### config.mk
export PLATFORM = sky130hd
export DESIGN_NAME = prog_loader
export DESIGN_NICKNAME = d
export VERILOG_FILES = /design/src/rtl/prog_loader.sv
export SDC_FILE = /design/constraint.sdc
export NUM_CORES = 1
export LEC_CHECK = 0
export ABC_CLOCK_PERIOD_IN_PS = 2900
export CAP_MARGIN = 20
export CORE_MARGIN = 3
export CORE_UTILIZATION = 45
export CTS_CLUSTER_DIAMETER = 50
export DETAILED_ROUTE_END_ITERATION = 7
export GPL_TIMING_DRIVEN = 1
export PLACE_DENSITY = 0.73
export SLEW_MARGIN = 20
export SYNTH_ARGS = -nofsm -noshare
export SYNTH_HDL_FRONTEND = slang
export SYNTH_SLANG_ARGS = --single-unit
export TNS_END_PERCENT = 30
### constraint.sdc
create_clock -name clk -period 2.9 [get_ports clk]
set_input_delay 0.58 -clock clk [delete_from_list [all_inputs] [get_ports clk]]
set_output_delay 0.58 -clock clk [all_outputs]
set_load 0.005 [all_outputs]
### src/rtl/prog_loader.sv
// Boot-time loader: assembles a big-endian byte stream into 32-bit words,
// writes them to instruction memory and holds the core in reset until loaded.
module prog_loader #(
    parameter int ADDR_WIDTH = 8
) (
    input  logic        clk,
    input  logic        rst,
    input  logic        rx_valid,
    input  logic [7:0]  rx_data,
    output logic        rx_ready,
    input  logic        reload,
    output logic        im_we,
    output logic [31:0] im_addr,
    output logic [31:0] im_wdata,
    output logic        cpu_rst,
    output logic        done,
    output logic        overflow,
    output logic [15:0] words_loaded
);

    typedef enum logic [2:0] {
        CNT_HI,
        CNT_LO,
        WORD,
        WRITE,
        DONE
    } state_t;

    state_t      state_q, state_d;
    logic [15:0] count_q, count_d;
    logic [1:0]  byte_idx_q, byte_idx_d;
    logic [31:0] asm_q, asm_d;
    logic [15:0] word_idx_q, word_idx_d;
    logic [15:0] words_loaded_q, words_loaded_d;
    logic        overflow_q, overflow_d;

    logic        xfer;
    logic        ovf_hit;
    logic [15:0] word_idx_inc;

    // Any index bit at or above ADDR_WIDTH means the word lies beyond memory.
    assign ovf_hit      = (word_idx_q >> ADDR_WIDTH) != 16'd0;
    assign word_idx_inc = word_idx_q + 16'd1;

    assign rx_ready     = (state_q == CNT_HI) || (state_q == CNT_LO) || (state_q == WORD);
    assign xfer         = rx_valid && rx_ready;
    assign im_we        = (state_q == WRITE) && !ovf_hit;
    assign im_addr      = {16'd0, word_idx_q};
    assign im_wdata     = asm_q;
    assign done         = (state_q == DONE);
    assign cpu_rst      = (state_q != DONE);
    assign overflow     = overflow_q;
    assign words_loaded = words_loaded_q;

    always_comb begin
        state_d        = state_q;
        count_d        = count_q;
        byte_idx_d     = byte_idx_q;
        asm_d          = asm_q;
        word_idx_d     = word_idx_q;
        words_loaded_d = words_loaded_q;
        overflow_d     = overflow_q;

        case (state_q)
            CNT_HI: begin
                if (xfer) begin
                    count_d[15:8] = rx_data;
                    state_d       = CNT_LO;
                end
            end
            CNT_LO: begin
                if (xfer) begin
                    count_d[7:0] = rx_data;
                    if ({count_q[15:8], rx_data} == 16'd0) begin
                        state_d = DONE;
                    end else begin
                        byte_idx_d = 2'd0;
                        state_d    = WORD;
                    end
                end
            end
            WORD: begin
                if (xfer) begin
                    case (byte_idx_q)
                        2'd0:    asm_d[31:24] = rx_data;
                        2'd1:    asm_d[23:16] = rx_data;
                        2'd2:    asm_d[15:8]  = rx_data;
                        default: asm_d[7:0]   = rx_data;
                    endcase
                    byte_idx_d = byte_idx_q + 2'd1;
                    if (byte_idx_q == 2'd3) begin
                        state_d = WRITE;
                    end
                end
            end
            WRITE: begin
                word_idx_d     = word_idx_inc;
                words_loaded_d = words_loaded_q + 16'd1;
                if (ovf_hit) begin
                    overflow_d = 1'b1;
                end
                if (word_idx_inc == count_q) begin
                    state_d = DONE;
                end else begin
                    byte_idx_d = 2'd0;
                    state_d    = WORD;
                end
            end
            DONE: begin
                if (reload) begin
                    word_idx_d     = 16'd0;
                    words_loaded_d = 16'd0;
                    overflow_d     = 1'b0;
                    state_d        = CNT_HI;
                end
            end
            default: state_d = CNT_HI;
        endcase
    end

    always_ff @(posedge clk) begin
        if (rst) begin
            state_q        <= CNT_HI;
            count_q        <= 16'd0;
            byte_idx_q     <= 2'd0;
            asm_q          <= 32'd0;
            word_idx_q     <= 16'd0;
            words_loaded_q <= 16'd0;
            overflow_q     <= 1'b0;
        end else begin
            state_q        <= state_d;
            count_q        <= count_d;
            byte_idx_q     <= byte_idx_d;
            asm_q          <= asm_d;
            word_idx_q     <= word_idx_d;
            words_loaded_q <= words_loaded_d;
            overflow_q     <= overflow_d;
        end
    end

endmodule

==> summary.txt <==
# rows: 35
Fill cells: 853
Crit path max fanout: 13
RSZ-0062 raised after global routing: false
Crit path kind: register to output pin
Synth warnings: 0
Hpwl dp: 8190 um
Post-CTS setup buffer count: 0
Critical path launch point type: register
Reg power frac: 0.508
First-pass GRT wire length: 19200 um
Resized cells post-CTS: 0
Commonest non-fill, non-tap cell in the layout: nand2_1
Fin cells: 761
Die width: 104 um
Max Slew Vio Count: 0
Bufs on Longest Clock Path: 2
Actual slew at the worst max-slew pin: 0.650 ns
Initial antenna violation count: 0
Setup violations, final: 0
Grt total ovfl: 0
CTS tree: done
FMAX: 374 MHz
Sequential area share after synthesis: 0.400
FF-to-FF Start: word_idx_q[0]$_SDFFE_PP0P_
Placed cells: 745
CTS sink cnt: 86
Area contributors post-synth: dfxtp_1 40%, nand2_1 8.5%, a21oi_1 7.9%, nand3_1 5.5%, xor2_1 4.5%
Post-route worst setup slack: 0.229 ns
Clock share of power: 0.405
Layout area overhead: 25.9%
Mean Syn Cell Area: 7.77 sq um
Period utilisation layout: 0.921
PD cells: 445 nW/um^2
Avg Vias per Cell: 5.49
Most frequent cells in the layout: 98 x nand2_1, 86 x dfxtp_1, 79 x clkdlybuf4s50_1, 68 x a21oi_1, 47 x nand3_1
I/O pin count: 97
Worst-path clk slew: 0.10 ns
Max rail drop VDD: 0.000273 V
IO buf count: 80
Post-CTS Hold Buffers: 0
Period minus WS final: 2.67 ns
Final hold violation count: 0
P_int: 1.79 mW
Sw Share: 0.260
Unique masters post-synth: 56
Clock network latency to the later pin of the worst-skew pair: 0.35 ns
Total Routing Usage GR: 0.210
P_leak: 1.86 nW
DIE AREA: 10800 sq um
Vias in the first global route: 3983
WL final: 11600 um
DR iter-0 viols: 237
Logic pwr share: 0.086
WP data arrival: 2.09 ns
CTS root buf: clkbuf_8
Cell Area, Synth: 4310 sq um
FF+latch count, synth: 86
Fin nets: 645
Largest net degree at the start of global routing: 47
Num CTS Buffers: 9
Core box area: 9280 sq um
Worst hold path startpoint: im_wdata[12]$_SDFFE_PP0P_
Switching power: 0.628 mW
Ant diodes: 0
Worst Setup End Kind: output pin
Setup crit start: state_q[0]$_SDFFE_PP0P_
Relative slew slack: 0.563
Mapped Cells: 554
Critical Path RT: 2.32 ns
Total Power: 2.41 mW
Worst Clk Skew: 0.0122 ns
Dominant cell type by area after synthesis: dfxtp_1
CTS H-tree depth: 3
Max-Cap Viols: 0
Cell area after layout: 5420 sq um
Hold Path Class: register to register
Drt pass-1 iters: 5
Initial cell density of the core: 0.464
Gp weighted congestion: 0.850
Setup_tns: 0 ns
Die Y: 104 um
Share of layout cells above drive strength 1: 0.0775
WL/cell: 15.2 um
DRC: 0
Placed Area: 5190 sq um
Via count: 4176
Top cell type's share of synthesized area: 0.400
Routed Antenna Nets: 0
Status: complete, no violations
Setup WS pre-CTS: 0.234 ns
through the flow:
step / utilization / hold slack [ns]
6_report: 0.584 / 0.461
5_1_grt: 0.584 / 0.488
4_1_cts: 0.584 / 0.464
3_5_place_dp: 0.560 / 0.450
3_3_place_gp: 0.560 / 0.443
2_1_floorplan: - / 0.442
synth_stat cells (all sizes together):
library cell / instances
clkbuf: 24
nand4: 9
xor2: 22
o2111ai: 1
nor2b: 3
or3: 7
o22ai: 2
and3: 7
o21ai: 21
mux2i: 1
nand3b: 2
nand4b: 2
xnor2: 12
nor3: 11
a21oi: 69
a22oi: 3
o211ai: 2
mux2: 1
and2: 3
ha: 6
o311ai: 1
a311oi: 4
nor4: 10
nand3: 48
buf: 29
o32a: 1
o22a: 1
or4: 2
and4bb: 1
nand2: 98
or2: 4
dfxtp: 86
nor3b: 3
nor2: 39
nand2b: 2
conb: 1
and4: 1
a31oi: 3
and3b: 1
or4b: 1
inv: 5
a211oi: 2
o21a: 1
a21boi: 1
a2111oi: 1
worst paths after layout:
| check | cells past startpoint | endpoint | slack (ns) |
|---|---|---|---|
| max | 4 | im_we | 0.23 |
| max reg2reg | 7 | state_q[1]$_SDFFE_PP0P_ | 0.46 |
| min | 2 | im_wdata[12]$_SDFFE_PP0P_ | 0.46 |
| min reg2reg | 2 | im_wdata[12]$_SDFFE_PP0P_ | 0.46 |
power by group through the flow:
stage	clock, mW	combinational (mW)	sequential (mW)
floorplan	0	0.147	1.24
global placement	0	0.201	1.25
detailed placement	0	0.204	1.25
CTS	0.985	0.206	1.23
global route	1.02	0.230	1.23
finish	0.978	0.208	1.23
layer usage:
layer | global-route usage | vias to the layer above | share of wire
met5 | 0 | - | 0
met4 | 0.0750 | 0 | 0.017
met3 | 0.0380 | 20 | 0.070
met2 | 0.338 | 178 | 0.45
met1 | 0.284 | 1935 | 0.46
li1 | - | 2043 | -
cells by family after synthesis:
family	count (synthesis)	synth area share
buffers and inverters	58	0.0697
multiplexers	2	0.00494
flip-flops	86	0.400
AO/OA/AOI/OAI	113	0.151
other	1	0.000871
XOR/XNOR	34	0.0691
AND/OR/NAND/NOR	254	0.287
adder cells (fa/ha/maj)	6	0.0174
flip-flops by register name (all words and copies together), names as in the netlist:
name          count
overflow          1
im_wdata         32
word_idx_q       16
count_q          16
state_q           3
byte_idx_q        2
words_loaded     16
cell type report:
type	count	area, sq um	share of cell area
multi-input cells	425	2350	0.433
flip-flops and latches	86	1720	0.317
repair buffers	100	946	0.174
well taps	129	161	0.0298
clock buffers	9	124	0.0228
clock inverters	7	105	0.0194
inverters	5	18.8	0.00346
critical path, cell delays in order (launching register included):
cell and delay [ns]:
dfxtp_1 0.59, nand2_1 0.15, or2_1 0.26, nor3_1 0.21
clkdlybuf4s50_1 0.53
Power figures use the tool's default switching activity.
